===== src/rtl/addr_demux12.sv =====
// ============================================================================
// Module   : addr_demux12
// Brief    : Routes addresses into one of two independent FIFO queues (A/B).
// Revision : 1.0 - initial release
// ============================================================================
`default_nettype none

module addr_demux12_fifo #(
  parameter int AddrWidth = 24,
  parameter int Depth     = 2
) (
  input  logic                 clk,
  input  logic                 reset_n,
  input  logic                 push_i,
  input  logic [AddrWidth-1:0] data_i,
  input  logic                 pop_i,
  output logic                 full_o,
  output logic                 valid_o,
  output logic [AddrWidth-1:0] head_o,
  output logic [2:0]           count_o
);

  localparam int       PtrW    = $clog2(Depth);
  localparam bit [2:0] C_DEPTH = 3'(Depth);

  logic [AddrWidth-1:0] mem_q [Depth];
  logic [PtrW-1:0]      wr_ptr_q;
  logic [PtrW-1:0]      rd_ptr_q;
  logic [2:0]           count_q;
  logic [2:0]           count_d;
  logic                 w_push;
  logic                 w_pop;

  // Fullness is judged before any same-cycle pop, so a full queue never
  // accepts even while draining.
  assign full_o  = (count_q == C_DEPTH);
  assign valid_o = (count_q != 3'd0);
  assign head_o  = mem_q[rd_ptr_q];
  assign count_o = count_q;

  assign w_push = push_i && !full_o;
  assign w_pop  = pop_i && valid_o;

  always_comb begin
    count_d = count_q;
    case ({w_push, w_pop})
      2'b10:   count_d = count_q + 3'd1;
      2'b01:   count_d = count_q - 3'd1;
      default: count_d = count_q;
    endcase
  end

  always_ff @(posedge clk) begin
    if (!reset_n) begin
      wr_ptr_q <= '0;
      rd_ptr_q <= '0;
      count_q  <= '0;
      for (int i = 0; i < Depth; i++) begin
        mem_q[i] <= '0;
      end
    end else begin
      if (w_push) begin
        mem_q[wr_ptr_q] <= data_i;
        wr_ptr_q        <= wr_ptr_q + PtrW'(1);
      end
      if (w_pop) begin
        rd_ptr_q <= rd_ptr_q + PtrW'(1);
      end
      count_q <= count_d;
    end
  end

endmodule

module addr_demux12 #(
  parameter int AddrWidth = 24,
  parameter int Depth     = 2
) (
  input  logic                 clk,
  input  logic                 reset_n,
  input  logic [AddrWidth-1:0] in_addr,
  input  logic                 in_sel,
  input  logic                 in_valid,
  output logic                 in_ready,
  output logic [AddrWidth-1:0] a_addr,
  output logic                 a_valid,
  input  logic                 a_ready,
  output logic [AddrWidth-1:0] b_addr,
  output logic                 b_valid,
  input  logic                 b_ready,
  output logic [2:0]           a_count,
  output logic [2:0]           b_count
);

  logic w_a_full;
  logic w_b_full;
  logic w_push_a;
  logic w_push_b;

  assign in_ready = in_sel ? !w_a_full : !w_b_full;
  assign w_push_a = in_valid && in_sel;
  assign w_push_b = in_valid && !in_sel;

  addr_demux12_fifo #(
    .AddrWidth (AddrWidth),
    .Depth     (Depth)
  ) u_queue_a (
    .clk     (clk),
    .reset_n (reset_n),
    .push_i  (w_push_a),
    .data_i  (in_addr),
    .pop_i   (a_ready),
    .full_o  (w_a_full),
    .valid_o (a_valid),
    .head_o  (a_addr),
    .count_o (a_count)
  );

  addr_demux12_fifo #(
    .AddrWidth (AddrWidth),
    .Depth     (Depth)
  ) u_queue_b (
    .clk     (clk),
    .reset_n (reset_n),
    .push_i  (w_push_b),
    .data_i  (in_addr),
    .pop_i   (b_ready),
    .full_o  (w_b_full),
    .valid_o (b_valid),
    .head_o  (b_addr),
    .count_o (b_count)
  );

endmodule

`default_nettype wire


===== config.mk =====
export PLATFORM = sky130hd
export DESIGN_NAME = addr_demux12
export DESIGN_NICKNAME = d
export VERILOG_FILES = /design/src/rtl/addr_demux12.sv
export SDC_FILE = /design/constraint.sdc
export NUM_CORES = 1
export LEC_CHECK = 0
export CAP_MARGIN = 20
export CORE_MARGIN = 4
export CORE_UTILIZATION = 45
export CTS_CLUSTER_DIAMETER = 80
export CTS_CLUSTER_SIZE = 30
export DETAILED_ROUTE_END_ITERATION = 7
export HOLD_SLACK_MARGIN = 0.06
export PLACE_DENSITY = 0.7
export RECOVER_POWER = 50
export SKIP_LAST_GASP = 1
export SYNTH_ARGS = -nofsm -noshare
export SYNTH_HDL_FRONTEND = slang
export SYNTH_SLANG_ARGS = --single-unit

===== constraint.sdc =====
create_clock -name clk -period 4.43 [get_ports clk]
set_input_delay 1.1075 -clock clk [delete_from_list [all_inputs] [get_ports clk]]
set_output_delay 1.1075 -clock clk [all_outputs]
set_load 0.02 [all_outputs]

==> results of run 1 <==
==> routing by layer <==
| metal | share of wire, % | GRT usage, % | up-vias |
|---|---|---|---|
| met2 | 51 | 27.0 | 77 |
| met4 | 1.3 | 4.84 | 0 |
| met5 | 0 | 0 | - |
| li1 | - | - | 1398 |
| met1 | 42 | 20.0 | 1453 |
| met3 | 5.3 | 3.23 | 10 |
==> cell type report <==
class	instances	area share, %
timing repair buffer	96	15.8
clock buffer	9	2.11
multi-input combinational	218	24.1
inverter	7	0.449
sequential	108	53.3
clock inverter	7	1.26
tap	136	2.91
==> per-stage QoR <==
stage	hold slack (ps)	total power (uW)	util (%)
floorplan	503	2030	-
global placement	519	2470	55.3
detailed placement	526	2490	55.3
CTS	554	3080	57.2
global route	596	3180	57.0
finish	555	3030	57.0
==> synth_stat cells <==
master | instances | area [um2]
o21ai_0 | 4 | 20.0
a21bo_2 | 1 | 10.0
fa_1 | 2 | 40.0
nand2_1 | 31 | 116
ha_1 | 2 | 25.0
edfxtp_1 | 96 | 2880
nand3_1 | 1 | 5.00
and2_1 | 4 | 25.0
or3b_1 | 2 | 17.5
xnor2_1 | 4 | 35.0
o31a_1 | 1 | 8.76
nand3b_4 | 1 | 20.0
xor2_1 | 2 | 17.5
nand4_4 | 2 | 42.5
o31a_2 | 1 | 10.0
nor2b_1 | 4 | 25.0
or3_1 | 3 | 18.8
nand3_4 | 1 | 17.5
clkbuf_1 | 5 | 18.8
a21boi_0 | 2 | 15.0
buf_2 | 5 | 25.0
dfxtp_1 | 12 | 240
buf_6 | 8 | 90.1
and2b_2 | 1 | 8.76
a21boi_2 | 2 | 22.5
or3_2 | 1 | 7.51
mux2_2 | 49 | 552
clkbuf_8 | 1 | 13.8
a31o_1 | 1 | 8.76
dlymetal6s2s_1 | 1 | 12.5
inv_1 | 7 | 26.3
nor2_1 | 96 | 360
==> state kept, by name, summed over array words and instances, names as in the netlist, named ones only <==
name / flops
u_queue_a.count_o: 3
u_queue_a.mem_q: 48
u_queue_b.mem_q: 48
u_queue_b.wr_ptr_q: 1
u_queue_b.rd_ptr_q: 1
u_queue_b.count_o: 3
u_queue_a.rd_ptr_q: 1
u_queue_a.wr_ptr_q: 1
==> placed cells by master, fill, tap and decap left out, drive strengths merged, types with 4 or more instances in the layout <==
master,netlist,routed
nor2b,4,4
clkdlybuf4s50,0,75
o21ai,4,4
a21boi,4,4
and2,4,4
dlygate4sd3,0,10
inv,7,9
xnor2,4,4
nand2,31,31
buf,13,10
edfxtp,96,96
or3,4,4
clkinv,0,4
mux2,49,49
dfxtp,12,12
nor2,96,96
clkbuf,6,10
==> logic make-up after synthesis <==
family / Yosys count
adders and majority gates: 4
muxes: 49
xor gates and xnor gates: 6
buffers and inverters: 27
AOI/OAI and AO/OA: 12
DFF: 108
and+or+nand+nor: 147
==> worst max path at each step <==
stage / slack (ps) / depth (start not counted) / endpoint
CTS: 640 / 3 / in_ready
floorplan: 1770 / 8 / u_queue_b.count_o[2]
global placement: 660 / 3 / in_ready
global route: 350 / 5 / u_queue_a.mem_q[0][3]
finish: 560 / 5 / u_queue_a.mem_q[0][23]
detailed placement: 650 / 3 / in_ready
==> power breakdown <==
group	internal, uW	total, uW	switching [uW]
logic	557	1140	583
clock network	265	597	332
registers	1230	1300	65.7
total	2050	3030	981
==> worst reg2reg max path: cells and delay by family (launching register included) <==
family | cells | cell delay (ps)
and+or+nand+nor | 3 | 1280
DFF | 1 | 420
buffers and inverters | 2 | 1440
==> flow_metrics.env, run 1 <==
export IMPL_synthCells=353
export IMPL_cts_buffers=9
export IMPL_rsz0062_at_grt="false"
export IMPL_die_h_um=111
export IMPL_ir_worst_vdd_mv=0.369
export IMPL_hold_viol=0
export IMPL_multi_input_area_um2=1410
export IMPL_synth_simple_area_share_pct=14.0
export IMPL_nets=474
export IMPL_path_max_fanout=26
export IMPL_crit_start="in_sel"
export IMPL_crit_path_end_kind="flip-flop"
export IMPL_cts_tree="yes"
export IMPL_crit_buf_inv=3
export IMPL_setup_tns_ps=0
export IMPL_cts_setup_buffers=0
export IMPL_clk_latency_ps=350
export IMPL_grt_total_usage_pct=15.7
export IMPL_die_w_um=111
export IMPL_synth_fp_nets=387
export IMPL_post_route_drc_count=0
export IMPL_required_ps=4540
export IMPL_cts_root_buffer="clkbuf_8"
export IMPL_io_pins=87
export IMPL_slowest_delay_ps=1050
export IMPL_routed_wl_mm=9.56
export IMPL_cts_htree_levels=3
export IMPL_place_ws_ps=648
export IMPL_numPortBuffers=86
export IMPL_synthXorXnorAreaFrac_pct=1.11
export IMPL_hold_path_class="reg2reg"
export IMPL_die_area_um2=12200
export IMPL_synth_area_per_cell_um2=13.4
export IMPL_relSlewSlack_pct=4.51
export IMPL_fill_cells=869
export IMPL_rr_worst_depth=5
export IMPL_cts_resized=0
export IMPL_startpoint_type="primary input"
export IMPL_crit_slowest_cell="clkbuf_1"
export IMPL_ff_latch_area_um2=3120
export IMPL_antenna_found_initial=0
export IMPL_drv_cap=0
export IMPL_tightest_slew_ps=1430
export IMPL_first_iter_violations=153
export IMPL_diodes=0
export IMPL_gp_congestion=0.748
export IMPL_slew_viol_final=0
export IMPL_syn_to_final_growth_pct=23.6
export IMPL_dpl_hpwl_mm=6.50
export IMPL_r2r_end="u_queue_a.mem_q[0][23]"
export IMPL_grt_overflow_total=0
export IMPL_min_period_over_period_pct=87.4
export IMPL_dpl_cell_area_um2=5680
export IMPL_rows=37
export IMPL_r2r_start="u_queue_a.count_o[1]"
export IMPL_grt_pass1_wl_mm=15.4
export IMPL_p_per_area_nw_per_um2=518
export IMPL_synth_fa_ha_area_share_pct=1.37
export IMPL_muxShareOfSynthArea_pct=11.6
export IMPL_r2r_slack_ps=1050
export IMPL_core_um2=10300
export IMPL_finalSetupViolCount=0
export IMPL_status="finished clean"
export IMPL_wl_per_cell_um=16.4
export IMPL_finalClockSkew_ps=8.37
export IMPL_synth_area_um2=4740
export IMPL_worst_endpoint_arrival_ps=3980
export IMPL_antenna_left=0
export IMPL_min_path_cells=2
export IMPL_setup_ws_ps=560
export IMPL_fin_cells=581
export IMPL_synth_top_family_by_area="simple AND/OR/NAND/NOR gates"
export IMPL_crit_chain="dlygate4sd3_1 -> nand4_4 -> clkbuf_1 -> nand2_1 -> buf_4"
export IMPL_ys_seq_elements=108
export IMPL_num_vias=2938
export IMPL_grt_max_degree=27
export IMPL_holdCritStartpoint="u_queue_b.rd_ptr_q"
export IMPL_first_global_vias=2995
export IMPL_cts_clk_slew_worst_paths_ps=100
export IMPL_max_freq_mhz=258
export IMPL_avgViaCountPerCell=5.06
export IMPL_clkSinkCount=108
export IMPL_yosysWarningCount=0
export IMPL_leakage_uw=0.00211
export IMPL_layout_drive_gt1_share_pct=18.4
export IMPL_initial_core_util_pct=46.1
export IMPL_fin_crit_ps=3870
export IMPL_ys_seq_area_share_pct=65.9
export IMPL_fin_area_um2=5860
export IMPL_place_inst=565
export IMPL_yosys_cell_types_count=32
export IMPL_drt_pass1_iter_count=4
export IMPL_clockBufferDepth=2
export IMPL_synth_compound_area_share_pct=2.01
export IMPL_postCtsHoldBufs=0
export IMPL_hold_path_end="u_queue_b.rd_ptr_q"
export IMPL_critPathTopFamily="buffers and inverters"
export IMPL_crit_type="in2reg"
(Power assumes the default switching activity.)
==> run 2, diff against run 1 <==
--- a/config.mk
+++ b/config.mk
@@ -8,6 +8,7 @@
 export CAP_MARGIN = 20
 export CORE_MARGIN = 4
 export CORE_UTILIZATION = 45
+export CTS_BUF_LIST = sky130_fd_sc_hd__clkbuf_4 sky130_fd_sc_hd__clkbuf_8
 export CTS_CLUSTER_DIAMETER = 80
 export CTS_CLUSTER_SIZE = 30
 export DETAILED_ROUTE_END_ITERATION = 7
==> results of run 2 <==
Same layout as run 1: the final DEF is identical, and so are final timing and power.
